===== config.mk =====
export PLATFORM = sky130hd
export DESIGN_NAME = ascii_operand_loader_flat
export DESIGN_NICKNAME = d
export VERILOG_FILES = /design/src/rtl/ascii_pkg.sv /design/src/rtl/ascii_operand_loader_if.sv /design/src/rtl/ascii_char_class.sv /design/src/rtl/ascii_operand_loader.sv /design/src/flat_wrapper.sv
export SDC_FILE = /design/constraint.sdc
export NUM_CORES = 1
export LEC_CHECK = 0
export ABC_AREA = 1
export BUFFER_PORTS_ARGS = -buffer_cell sky130_fd_sc_hd__buf_4
export CORE_AREA = 3 3 69 71
export DETAILED_ROUTE_END_ITERATION = 10
export DIE_AREA = 0 0 72 74
export HOLD_SLACK_MARGIN = 0.08
export SKIP_LAST_GASP = 1
export SYNTH_ARGS = -nofsm -noshare
export SYNTH_HDL_FRONTEND = slang
export SYNTH_SLANG_ARGS = --single-unit

===== constraint.sdc =====
create_clock -name clk -period 2.5 [get_ports clk]
set_clock_uncertainty 0.05 [all_clocks]
set_input_delay 0.25 -clock clk [delete_from_list [all_inputs] [get_ports clk]]
set_output_delay 0.25 -clock clk [all_outputs]
set_load 0.05 [all_outputs]

===== src/rtl/ascii_pkg.sv =====
// Shared constants and the loader state encoding for the ASCII text stages.
package ascii_pkg;

    localparam logic [7:0] ASCII_ZERO = 8'h30;
    localparam logic [7:0] ASCII_NINE = 8'h39;
    localparam logic [7:0] ASCII_LF   = 8'h0A;
    localparam logic [7:0] ASCII_CR   = 8'h0D;

    typedef enum logic [2:0] {
        GET_X,
        GET_Y,
        FLUSH_X,
        FLUSH_Y,
        HOLD
    } loader_state_t;

endpackage


===== src/rtl/ascii_operand_loader_if.sv =====
// Byte-stream input and operand-pair output of the ASCII operand loader.
interface ascii_operand_loader_if;

    logic       char_valid;
    logic [7:0] char_data;
    logic       char_ready;
    logic [4:0] op_x;
    logic [4:0] op_y;
    logic       op_valid;
    logic       op_ready;
    logic       err;

    // master: the loader itself; slave: the byte source / adder side.
    modport master (
        input  char_valid,
        input  char_data,
        output char_ready,
        output op_x,
        output op_y,
        output op_valid,
        input  op_ready,
        output err
    );

    modport slave (
        output char_valid,
        output char_data,
        input  char_ready,
        input  op_x,
        input  op_y,
        input  op_valid,
        output op_ready,
        input  err
    );

endinterface


===== src/rtl/ascii_char_class.sv =====
// Combinational classifier for one ASCII byte: decimal digit, line terminator or CR.
module ascii_char_class
    import ascii_pkg::*;
#(
    parameter logic [7:0] TERM_CHAR = ASCII_LF
) (
    input  logic [7:0] char_byte,
    output logic       is_digit,
    output logic       is_term,
    output logic       is_cr,
    output logic [3:0] digit
);

    assign is_digit = (char_byte >= ASCII_ZERO) && (char_byte <= ASCII_NINE);
    assign is_term  = (char_byte == TERM_CHAR);
    assign is_cr    = (char_byte == ASCII_CR);
    // The low nibble of '0'..'9' is already the digit value.
    assign digit    = char_byte[3:0];

endmodule


===== src/rtl/ascii_operand_loader.sv =====
// Parses decimal text lines into an X/Y operand pair with a valid/ready handshake.
// Build option: define ASCII_CR_IGNORE_EN to silently drop CR bytes (CRLF tolerance).
module ascii_operand_loader
    import ascii_pkg::*;
#(
    parameter int         MAX_VAL    = 15,
    parameter int         MAX_DIGITS = 2,
    parameter logic [7:0] TERM_CHAR  = ASCII_LF
) (
    input  logic                   clk,
    input  logic                   rst,
    ascii_operand_loader_if.master bus
);

    localparam logic [9:0] MAX_ACC  = 10'(MAX_VAL);
    localparam logic [1:0] MAX_DCNT = 2'(MAX_DIGITS);
`ifdef ASCII_CR_IGNORE_EN
    localparam logic CR_IGNORE = 1'b1;
`else
    localparam logic CR_IGNORE = 1'b0;
`endif

    loader_state_t state_q, state_d;
    logic [9:0]    acc_q, acc_d;
    logic [1:0]    dcnt_q, dcnt_d;
    logic [4:0]    op_x_q, op_x_d;
    logic [4:0]    op_y_q, op_y_d;
    logic          op_valid_q, op_valid_d;
    logic          err_q, err_d;

    logic          is_digit, is_term, is_cr;
    logic [3:0]    digit;
    logic          char_ready;
    logic          char_accept;
    logic          cr_drop;
    loader_state_t flush_state;

    ascii_char_class #(
        .TERM_CHAR (TERM_CHAR)
    ) u_class (
        .char_byte (bus.char_data),
        .is_digit  (is_digit),
        .is_term   (is_term),
        .is_cr     (is_cr),
        .digit     (digit)
    );

    assign char_ready  = !rst && (state_q != HOLD);
    assign char_accept = bus.char_valid && char_ready;
    assign cr_drop     = is_cr && CR_IGNORE;
    assign flush_state = (state_q == GET_X) ? FLUSH_X : FLUSH_Y;

    always_comb begin
        state_d    = state_q;
        acc_d      = acc_q;
        dcnt_d     = dcnt_q;
        op_x_d     = op_x_q;
        op_y_d     = op_y_q;
        op_valid_d = op_valid_q;
        err_d      = 1'b0;

        case (state_q)
            GET_X, GET_Y: begin
                if (char_accept && !cr_drop) begin
                    if (is_digit) begin
                        if (dcnt_q == MAX_DCNT) begin
                            err_d   = 1'b1;
                            acc_d   = '0;
                            dcnt_d  = '0;
                            state_d = flush_state;
                        end else begin
                            acc_d  = acc_q * 10'd10 + {6'd0, digit};
                            dcnt_d = dcnt_q + 2'd1;
                        end
                    end else if (is_term) begin
                        acc_d  = '0;
                        dcnt_d = '0;
                        // An empty line is simply skipped.
                        if (dcnt_q != 2'd0) begin
                            if (acc_q > MAX_ACC) begin
                                err_d = 1'b1;
                            end else if (state_q == GET_X) begin
                                op_x_d  = acc_q[4:0];
                                state_d = GET_Y;
                            end else begin
                                op_y_d     = acc_q[4:0];
                                op_valid_d = 1'b1;
                                state_d    = HOLD;
                            end
                        end
                    end else begin
                        err_d   = 1'b1;
                        acc_d   = '0;
                        dcnt_d  = '0;
                        state_d = flush_state;
                    end
                end
            end
            FLUSH_X, FLUSH_Y: begin
                if (char_accept && is_term) begin
                    acc_d   = '0;
                    dcnt_d  = '0;
                    state_d = (state_q == FLUSH_X) ? GET_X : GET_Y;
                end
            end
            HOLD: begin
                if (bus.op_ready) begin
                    op_valid_d = 1'b0;
                    state_d    = GET_X;
                end
            end
            default: begin
                state_d = GET_X;
            end
        endcase
    end

    always_ff @(posedge clk) begin
        if (rst) begin
            state_q    <= GET_X;
            acc_q      <= '0;
            dcnt_q     <= '0;
            op_x_q     <= '0;
            op_y_q     <= '0;
            op_valid_q <= 1'b0;
            err_q      <= 1'b0;
        end else begin
            state_q    <= state_d;
            acc_q      <= acc_d;
            dcnt_q     <= dcnt_d;
            op_x_q     <= op_x_d;
            op_y_q     <= op_y_d;
            op_valid_q <= op_valid_d;
            err_q      <= err_d;
        end
    end

    assign bus.char_ready = char_ready;
    assign bus.op_x       = op_x_q;
    assign bus.op_y       = op_y_q;
    assign bus.op_valid   = op_valid_q;
    assign bus.err        = err_q;

endmodule


===== src/flat_wrapper.sv =====
// flat-port wrapper written by rule: the top's interface ports become plain ports
module ascii_operand_loader_flat import ascii_pkg::*;
#(
    parameter int         MAX_VAL    = 15,
    parameter int         MAX_DIGITS = 2,
    parameter logic [7:0] TERM_CHAR  = ASCII_LF
)
  (clk, rst, bus_char_valid, bus_char_data, bus_char_ready, bus_op_x, bus_op_y, bus_op_valid, bus_op_ready, bus_err);
  ascii_operand_loader_if bus_i ();
  input  logic clk;
  input  logic rst;
  input wire logic [$bits(bus_i.char_valid)-1:0] bus_char_valid;
  input wire logic [$bits(bus_i.char_data)-1:0] bus_char_data;
  output wire logic [$bits(bus_i.char_ready)-1:0] bus_char_ready;
  output wire logic [$bits(bus_i.op_x)-1:0] bus_op_x;
  output wire logic [$bits(bus_i.op_y)-1:0] bus_op_y;
  output wire logic [$bits(bus_i.op_valid)-1:0] bus_op_valid;
  input wire logic [$bits(bus_i.op_ready)-1:0] bus_op_ready;
  output wire logic [$bits(bus_i.err)-1:0] bus_err;
  assign bus_i.char_valid = bus_char_valid;
  assign bus_i.char_data = bus_char_data;
  assign bus_char_ready = bus_i.char_ready;
  assign bus_op_x = bus_i.op_x;
  assign bus_op_y = bus_i.op_y;
  assign bus_op_valid = bus_i.op_valid;
  assign bus_i.op_ready = bus_op_ready;
  assign bus_err = bus_i.err;
  ascii_operand_loader #(.MAX_VAL(MAX_VAL), .MAX_DIGITS(MAX_DIGITS), .TERM_CHAR(TERM_CHAR)) u_core (.clk(clk), .rst(rst), .bus(bus_i));
endmodule

-- Word-level counts from Yosys, hierarchy flattened
Cells that the tools add are included.
W data, S select, Z words.
- register bits after elaboration: 27
- output and inout bits: 13
- word-level logic and storage cells: 88
- add/sub/neg operators: 2
- $mul: 1
- $lt $le $gt $ge: 3
- equality and inequality tests: 18
- muxes and demuxes: 35
- bitwise gates (word level): 5
- reduce and logical (&&, ||, !) cells: 17
- operators by type and width (cell ; number):
    $mux W10 ; 4
    $mux W3 ; 9
    $pmux W10 S2 ; 1
    $mux W1 ; 14
    $reduce_and A7 Y1 ; 2
    $add A10 B4 Y10 ; 1
    $gt A10 B4 Y1 const B ; 1
    $mul A10 B3 Y9 const B ; 1
    $pmux W3 S3 ; 1
    $eq A8 B4 Y1 const B ; 1
    $ge A8 B6 Y1 const B ; 1
    $le A8 B6 Y1 const B ; 1
    $mux W2 ; 4
    $ne A2 B1 Y1 const B ; 4
    $ne A2 B2 Y1 const B ; 4
    $ne A4 B3 Y1 const B ; 2
    $reduce_and A8 Y1 ; 1
    $eq A3 B2 Y1 const B ; 2
    $ne A3 B3 Y1 const B ; 2
    $reduce_and A6 Y1 ; 1
    $reduce_bool A2 Y1 ; 3
    $not A1 Y1 ; 5
    $logic_and A1 B1 Y1 ; 4
    $pmux W2 S2 ; 1
    10 further kinds ; 11

-- Longest topological paths before layout
Gate-level depths: netlist of the first run.
- depth after elaboration: 8
- depth in mapped cells: 13
- depth with buffers taken out: 13

-- Hierarchy
From an unflattened synthesis of the first run, not the netlist that was laid out.
- cells, all modules: 289
- area, all modules: 1910.6 um2
- modules (own cells, without submodules) (module ; times used ; cells each ; area an instance (um2) ; seq. area each (um2)):
    ascii_operand_loader ; 1 ; 264 ; 1796.7 ; 540.5
    ascii_char_class ; 1 ; 25 ; 113.9 ; 0.0

-- Least setup slack after synthesis of the first run
No wires, ideal clock.
- path kind: register to register
- from: reg u_core.acc_q[1]
- to: reg u_core.acc_q[8]
- data arrival time: 2.023 ns
- required time: 2.379 ns
- setup slack: 0.356 ns
- cell stages (with the launch flop): 12
- path buffers: 0
- clock period less this slack: 2.144 ns
- cells stage by stage: dfxtp_1 > ha_1 > ha_1 > fa_1 > nand2_1 > inv_1 > nand4_1 > a21oi_1 > nand2_1 > nand2_1 > nand3_2 > a21oi_1
- word-level cells in the longest chain between the ends: 6
- ends and longest elaborated chain (element ; line ; source):
    start, declared ; ascii_operand_loader.sv:24 ; logic [9:0] acc_q, acc_d;
    start signal, assigned ; ascii_operand_loader.sv:121 ; acc_q <= '0;
    start signal, assigned ; ascii_operand_loader.sv:129 ; acc_q <= acc_d;
    $mul A10 B3 Y9 ; ascii_operand_loader.sv:72 ; acc_d = acc_q * 10'd10 + {6'd0, digit};
    $add A10 B4 Y10 ; ascii_operand_loader.sv:72 ;
    $mux W10 ; ascii_operand_loader.sv:66 ; if (dcnt_q == MAX_DCNT) begin
    $mux W10 ; ascii_operand_loader.sv:65 ; if (is_digit) begin
    $mux W10 ; ascii_operand_loader.sv:64 ; if (char_accept && !cr_drop) begin
    $pmux W10 S2 ; ascii_operand_loader.sv:62 ; case (state_q)
Every way passes these cells. The select of a mux whose other input is x is not followed.
A chain may end at the register's enable or synchronous reset.

-- Worst setup path in the final report of the first run
Ends and elaborated chain as after synthesis.

==> results of run 1 <==
[placed cells by master (no fill, tap or decap), types with 2 or more instances in the layout]
master	n
inv_1	38
nand3b_1	3
xnor2_1	2
nand3_4	2
o21ai_0	16
a21oi_2	2
a21oi_1	24
dfxtp_1	27
a21o_1	2
or2_2	2
fa_1	2
nor2_1	21
nand3_2	3
nand3_1	23
nand2_4	4
clkbuf_8	3
nor3_1	2
nand2_1	68
ha_1	15
inv_2	4
nor3_4	2
nand4_1	5
buf_4	26
[layer usage]
metal | global-route usage | vias to the layer above | share of wire
met4 | 0.0376 | 0 | 0.0052
li1 | - | 951 | -
met3 | 0.0203 | 2 | 0.034
met1 | 0.244 | 790 | 0.50
met5 | 0 | - | 0
met2 | 0.283 | 24 | 0.46
[cell families after synthesis]
group / synth area share
buf+inv: 0.0921
simple gates: 0.370
fa+ha+maj: 0.119
compound gates: 0.123
xor+xnor: 0.0137
flops: 0.282
[sequential cells by signal (all words and copies together), names as in the netlist]
name,cells
u_core.bus.op_x,5
u_core.bus.op_y,5
u_core.acc_q,10
u_core.dcnt_q,2
u_core.bus.op_valid,1
u_core.bus.err,1
u_core.state_q,3
[synthesized netlist by cell type (all sizes together) (2+ instances only)]
cell | instances | area share
nand2 | 72 | 0.16
fa | 2 | 0.021
xnor2 | 2 | 0.0091
ha | 15 | 0.098
nand4 | 5 | 0.016
a21o | 2 | 0.0078
or2 | 2 | 0.0065
nand3 | 28 | 0.094
o21ai | 16 | 0.042
clkbuf | 2 | 0.0039
a21oi | 26 | 0.070
inv | 42 | 0.082
dfxtp | 27 | 0.28
nor2 | 23 | 0.055
nor3 | 4 | 0.022
nand3b | 3 | 0.012
[stage by stage]
stage | std cells | setup WS (ps)
after floorplan | 276 | 356
after global placement | 351 | 259
after detailed placement | 351 | 201
after CTS | 355 | 171
after global routing | 355 | 42.4
final | 355 | 220
[worst paths after layout]
path | start | endpoint | slack [ps] | cells after the start
max | u_core.acc_q[1]$_SDFFE_PP0P_ | u_core.acc_q[8]$_SDFFE_PP0P_ | 220 | 11
max reg2reg | u_core.acc_q[1]$_SDFFE_PP0P_ | u_core.acc_q[8]$_SDFFE_PP0P_ | 220 | 11
min | bus_char_data[0] | u_core.acc_q[0]$_SDFFE_PP0P_ | 170 | 3
min reg2reg | u_core.bus.op_y[4]$_SDFFE_PP0P_ | u_core.bus.op_y[4]$_SDFFE_PP0P_ | 410 | 2
[critical path, delay by kind of cell (launching register included)]
| family | cells | cell delay [ps] |
|---|---|---|
| fa+ha+maj | 3 | 1070 |
| simple gates | 5 | 380 |
| flops | 1 | 350 |
| compound gates | 2 | 310 |
| buf+inv | 1 | 70 |
[repair_timing]
action,CTS,global route
hold buffers,0,0
gates resized for setup,0,1
setup endpoints to repair,0,1
[where the power goes]
part	internal, mW	total (mW)	switching (mW)
combinational	0.136	0.453	0.317
clock	0.113	0.265	0.152
sequential	0.459	0.479	0.0202
[final cells by class]
class	instances	area, sq um	area share
sequential	27	541	0.245
tap	52	65.1	0.0294
inverter	42	158	0.0713
timing repair buffer	26	195	0.0883
clock buffer	3	41.3	0.0187
clock inverter	1	7.51	0.00340
multi-input combinational	204	1200	0.544
==> metrics.md, run 1 <==
| Metric | Value |
|---|---|
| Status | finished, final reports clean |
| Vias in the first global route | around 1600 |
| Synthesis Warnings | 0 |
| CTS tree | built |
| Crit path cell chain | ha_1 > ha_1 > fa_1 > nand2_1 > inv_1 > nand4_1 > a21oi_2 > nand2_1 > nand2_1 > nand3_2 > a21oi_1 |
| Synthesized area per cell | 6.94 sq um |
| Pre-antenna DRT Iters | 4 |
| Reg clk slew, reported paths | 100 ps |
| Relative slew margins | 0.720 |
| Syn Nets | 305 |
| Cells after synthesis | 276 |
| Via/cell ratio | 4.98 |
| FF+latch count, synth | 27 |
| Die area | 5330 sq um |
| Nets | 333 |
| Clock tree buffer depth | 2 |
| Area growth syn-to-layout | 15.3% |
| Clock sink total | 27 |
| VDD IR max | 280 uV |
| Post-Syn Area | 1920 sq um |
| RSZ-0062 raised after global routing | false |
| Fillcell total | 460 |
| PortBufs | 24 |
| Routability congestion estimate | 0.838 |
| Final min period | 2280 ps |
| Leak | 1.14 nW |
| Chip height | 74 microns |
| Initial DRC Count | 61 |
| Row cnt | 24 |
| Worst-path maximum fanout | 4 |
| Area after DPL | 2160 sq um |
| # diodes | 0 |
| Setup TNS | 0 ps |
| Total Routing Usage GR | 0.172 |
| Post-detail-place hpwl | 3.32 mm |
| Clk root buf | clkbuf_8 |
| Boundary Pins | 25 |
| Maxcap violations | 0 |
| Vias | 1767 |
| PwrDens | roughly 540 nW/um^2 |
| Worst path arrival time | 2450 ps |
| H-tree Lvls | 1 |
| Synth unique cells | 29 |
| Final Util | 0.515 |
| Hold slack | 173 ps |
| Tcrit/Tclk final | 0.912 |
| Setup violations, final | 0 |
| Antenna violations before repair | 0 |
| Largest net degree at the start of global routing | 17 |
| Worst slew pin tran | about 420 ps |
| DR WL/cell | 11.8 microns |
| Number of enable flip-flop cells after synthesis | 0 |
| Ys async rst share | 0 |
| Startpoint types | register |
| Finished Cell Area | 2210 sq um |
| Critical path type | register to register |
| ANT nets after route | 0 |
| Slowest stage delay, CP | 520 ps |
| Setup bufs post-CTS | 0 |
| Initial core utilization | 0.446 |
| Most used cell, CP | nand2_1 |
| Main synth FF type | dfxtp_1 |
| Slowest cell on the critical path | fa_1 |
| Core Footprint | 4290 sq um |
| Sequential area share after synthesis | 0.282 |
| Final-report max-slew violation count | 0 |
| GR Overflow Total | 0 |
| Critical Path End Type | register |
| F_max | 439 MHz |
| First-pass GRT wire length | 7.31 mm |
| Drt total wl | about 4.2 mm |
| Hold Crit Class | primary input to register |
| Final hold vios | 0 |
| Power, Total | around 1.2 mW |
| Die W | 72 microns |
| DRC | 0 |
| Share of layout cells above drive strength 1 | 0.172 |
| Crit path required time | between 2000 and 3000 ps |
| Worst-Skew Late Latency | 280 ps |
| CTS Buf Count | 3 |
No activity file was read; power rests on OpenSTA's default activity.
==> run 2, diff against run 1 <==
Settings changed: PLACE_DENSITY set to 0.67.
==> run 2 against run 1 <==
Clock power down 4%. Cell area down 0.34%. Setup slack worse by 3.5 ps. Critical path depth unchanged. Register-to-register slack about the same. Final cell count decreased by 0.28%. Combinational power about the same. Hold slack improved by 7.3 ps. Via count rose by 1.3%. Sequential power barely moved. Die area stayed put. Largest power group unchanged. Highest routed layer unchanged.
==> metrics.md, run 2 (synthesized netlist as in run 1, its figures left out) <==
| Metric | Value |
|---|---|
| Chip height | about 74 microns |
| Antenna violations before repair | 0 |
| Area growth syn-to-layout | 15.0% |
| Flop-to-flop setup slack | 220 ps |
| Share of layout cells above drive strength 1 | 0.169 |
| Drt total wl | 4.03 mm |
| First-pass GRT wire length | 7.11 mm |
| Via/cell ratio | 5.06 |
| Die W | approximately 72 microns |
| GR Overflow Total | 0 |
| Finished Cell Area | between 2000 and 2500 sq um |
| Pre-antenna DRT Iters | 5 |
| Reg clk slew, reported paths | around 100 ps |
| Die area | 5330 sq um |
| Most used cell, CP | nand2_1 |
| Row cnt | 24 |
| Slowest stage delay, CP | 530 ps |
| Crit path required time | roughly 2700 ps |
| # diodes | 0 |
| Critical path type | register to register |
| F_max | 438 MHz |
| Worst-path maximum fanout | 4 |
| Slowest cell on the critical path | fa_1 |
| Maxcap violations | 0 |
| Max reg flops | 10 |
| Vias | roughly 1800 |
| Initial DRC Count | 121 |
| Clock tree buffer depth | 2 |
| Commonest cells after routing, fill and taps aside | nand2_1 (68), inv_1 (38), dfxtp_1 (27) |
| Routability congestion estimate | 0.948 |
| PortBufs | 24 |
| Nets | 332 |
| Largest net degree at the start of global routing | 17 |
| CTS Buf Count | 3 |
| Core Footprint | 4290 sq um |
| Leak | 1.13 nW |
| Final-report max-slew violation count | 0 |
| Startpoint types | register |
| Vias in the first global route | 1637 |
| PwrDens | 541 nW/um^2 |
| Worst path top cell family by delay | adder cells |
| Setup bufs post-CTS | 0 |
| Critical Path End Type | register |
| Worst path arrival time | about 2500 ps |
| CTS tree | built |
| Clock sink total | 27 |
| ANT nets after route | 0 |
| VDD IR max | about 360 uV |
| Hold Crit Class | primary input to register |
| Crit path cell chain | ha_1 > ha_1 > fa_1 > nand2_1 > inv_1 > nand4_1 > a21oi_2 > nand2_1 > nand2_1 > nand3_2 > a21oi_1 |
| DR WL/cell | 11.4 microns |
| Worst-Skew Late Latency | roughly 270 ps |
| Setup violations, final | 0 |
| Tcrit/Tclk final | 0.914 |
| RSZ-0062 raised after global routing | false |
| Setup TNS | 0 ps |
| Hold slack | about 180 ps |
| Status | finished, final reports clean |
| DRC | 0 |
| Commonest non-fill, non-tap cell in the layout | nand2_1 |
| Boundary Pins | 25 |
| Total Routing Usage GR | 0.168 |
| Relative slew margins | 0.724 |
| Area of the multi-input gates | 1200 sq um |
| Fillcell total | 457 |
| Hold buffers post-CTS | 0 |
| Clk root buf | clkbuf_8 |
| FF/Latch Area | approximately 540 sq um |
| Worst slew pin tran | 413 ps |
| WP buf/inv | 1 |
| H-tree Lvls | 1 |
| Area after DPL | 2150 sq um |
| Final hold vios | 0 |
| Final min period | 2280 ps |
| Initial core utilization | 0.446 |
| Post-detail-place hpwl | 3.23 mm |
| Largest register by flop count | u_core.acc_q |
-- run 2: cell count changes in the layout (fill, tap and decap cells not counted) --
cell	before	now
buf_4	26	25
-- run 2: routing by layer --
metal | up-vias | track usage | wire length [microns]
li1 | 955 | - | -
met1 | 806 | 0.216 | 1880
met2 | 27 | 0.287 | 2000
met3 | 2 | 0.0351 | 128
met4 | 0 | 0.0459 | 25
met5 | - | 0 | 0
-- run 2: power by group --
group	switching, mW	internal, mW
Sequential	0.0207	0.459
Combinational	0.319	0.136
Clock	0.142	0.113
Total	0.482	0.708
-- run 2: cell type report --
type	instances	area share
Sequential cell	27	0.245
Inverter	42	0.0716
Clock inverter	1	0.00341
Tap cell	52	0.0295
Timing Repair Buffer	25	0.0852
Multi-Input combinational cell	204	0.546
Clock buffer	3	0.0188
-- run 2: repair_timing --
item                                    in CTS  in global routing
resized for setup                            0                  1
hold endpoints to repair                     0                  0
endpoints found under the setup margin       0                  1
-- run 2: per-stage QoR --
step,util,instances,total power [mW],setup slack [ps]
2_1_floorplan,-,276,0.867,356
3_3_place_gp,0.501,350,0.942,270
3_5_place_dp,0.501,350,0.944,207
4_1_cts,0.512,354,1.20,165
5_1_grt,0.513,354,1.28,2.27
6_report,0.513,354,1.19,216
-- run 2: worst paths after layout --
kind / from / endpoint / cells after the start
hold reg to reg: u_core.bus.op_y[4]$_SDFFE_PP0P_ / u_core.bus.op_y[4]$_SDFFE_PP0P_ / 2
hold / removal: bus_char_data[0] / u_core.acc_q[0]$_SDFFE_PP0P_ / 3
setup reg to reg: u_core.acc_q[1]$_SDFFE_PP0P_ / u_core.acc_q[8]$_SDFFE_PP0P_ / 11
setup / recovery: u_core.acc_q[1]$_SDFFE_PP0P_ / u_core.acc_q[8]$_SDFFE_PP0P_ / 11
-- run 2: worst register-to-register path: cells and delay by family (launching register included) --
kind / cells / cell delay [ps]
AOI/OAI and AO/OA: 2 / 310
adders and majority gates: 3 / 1070
buffers and inverters: 1 / 70
DFF: 1 / 350
and+or+nand+nor: 5 / 390
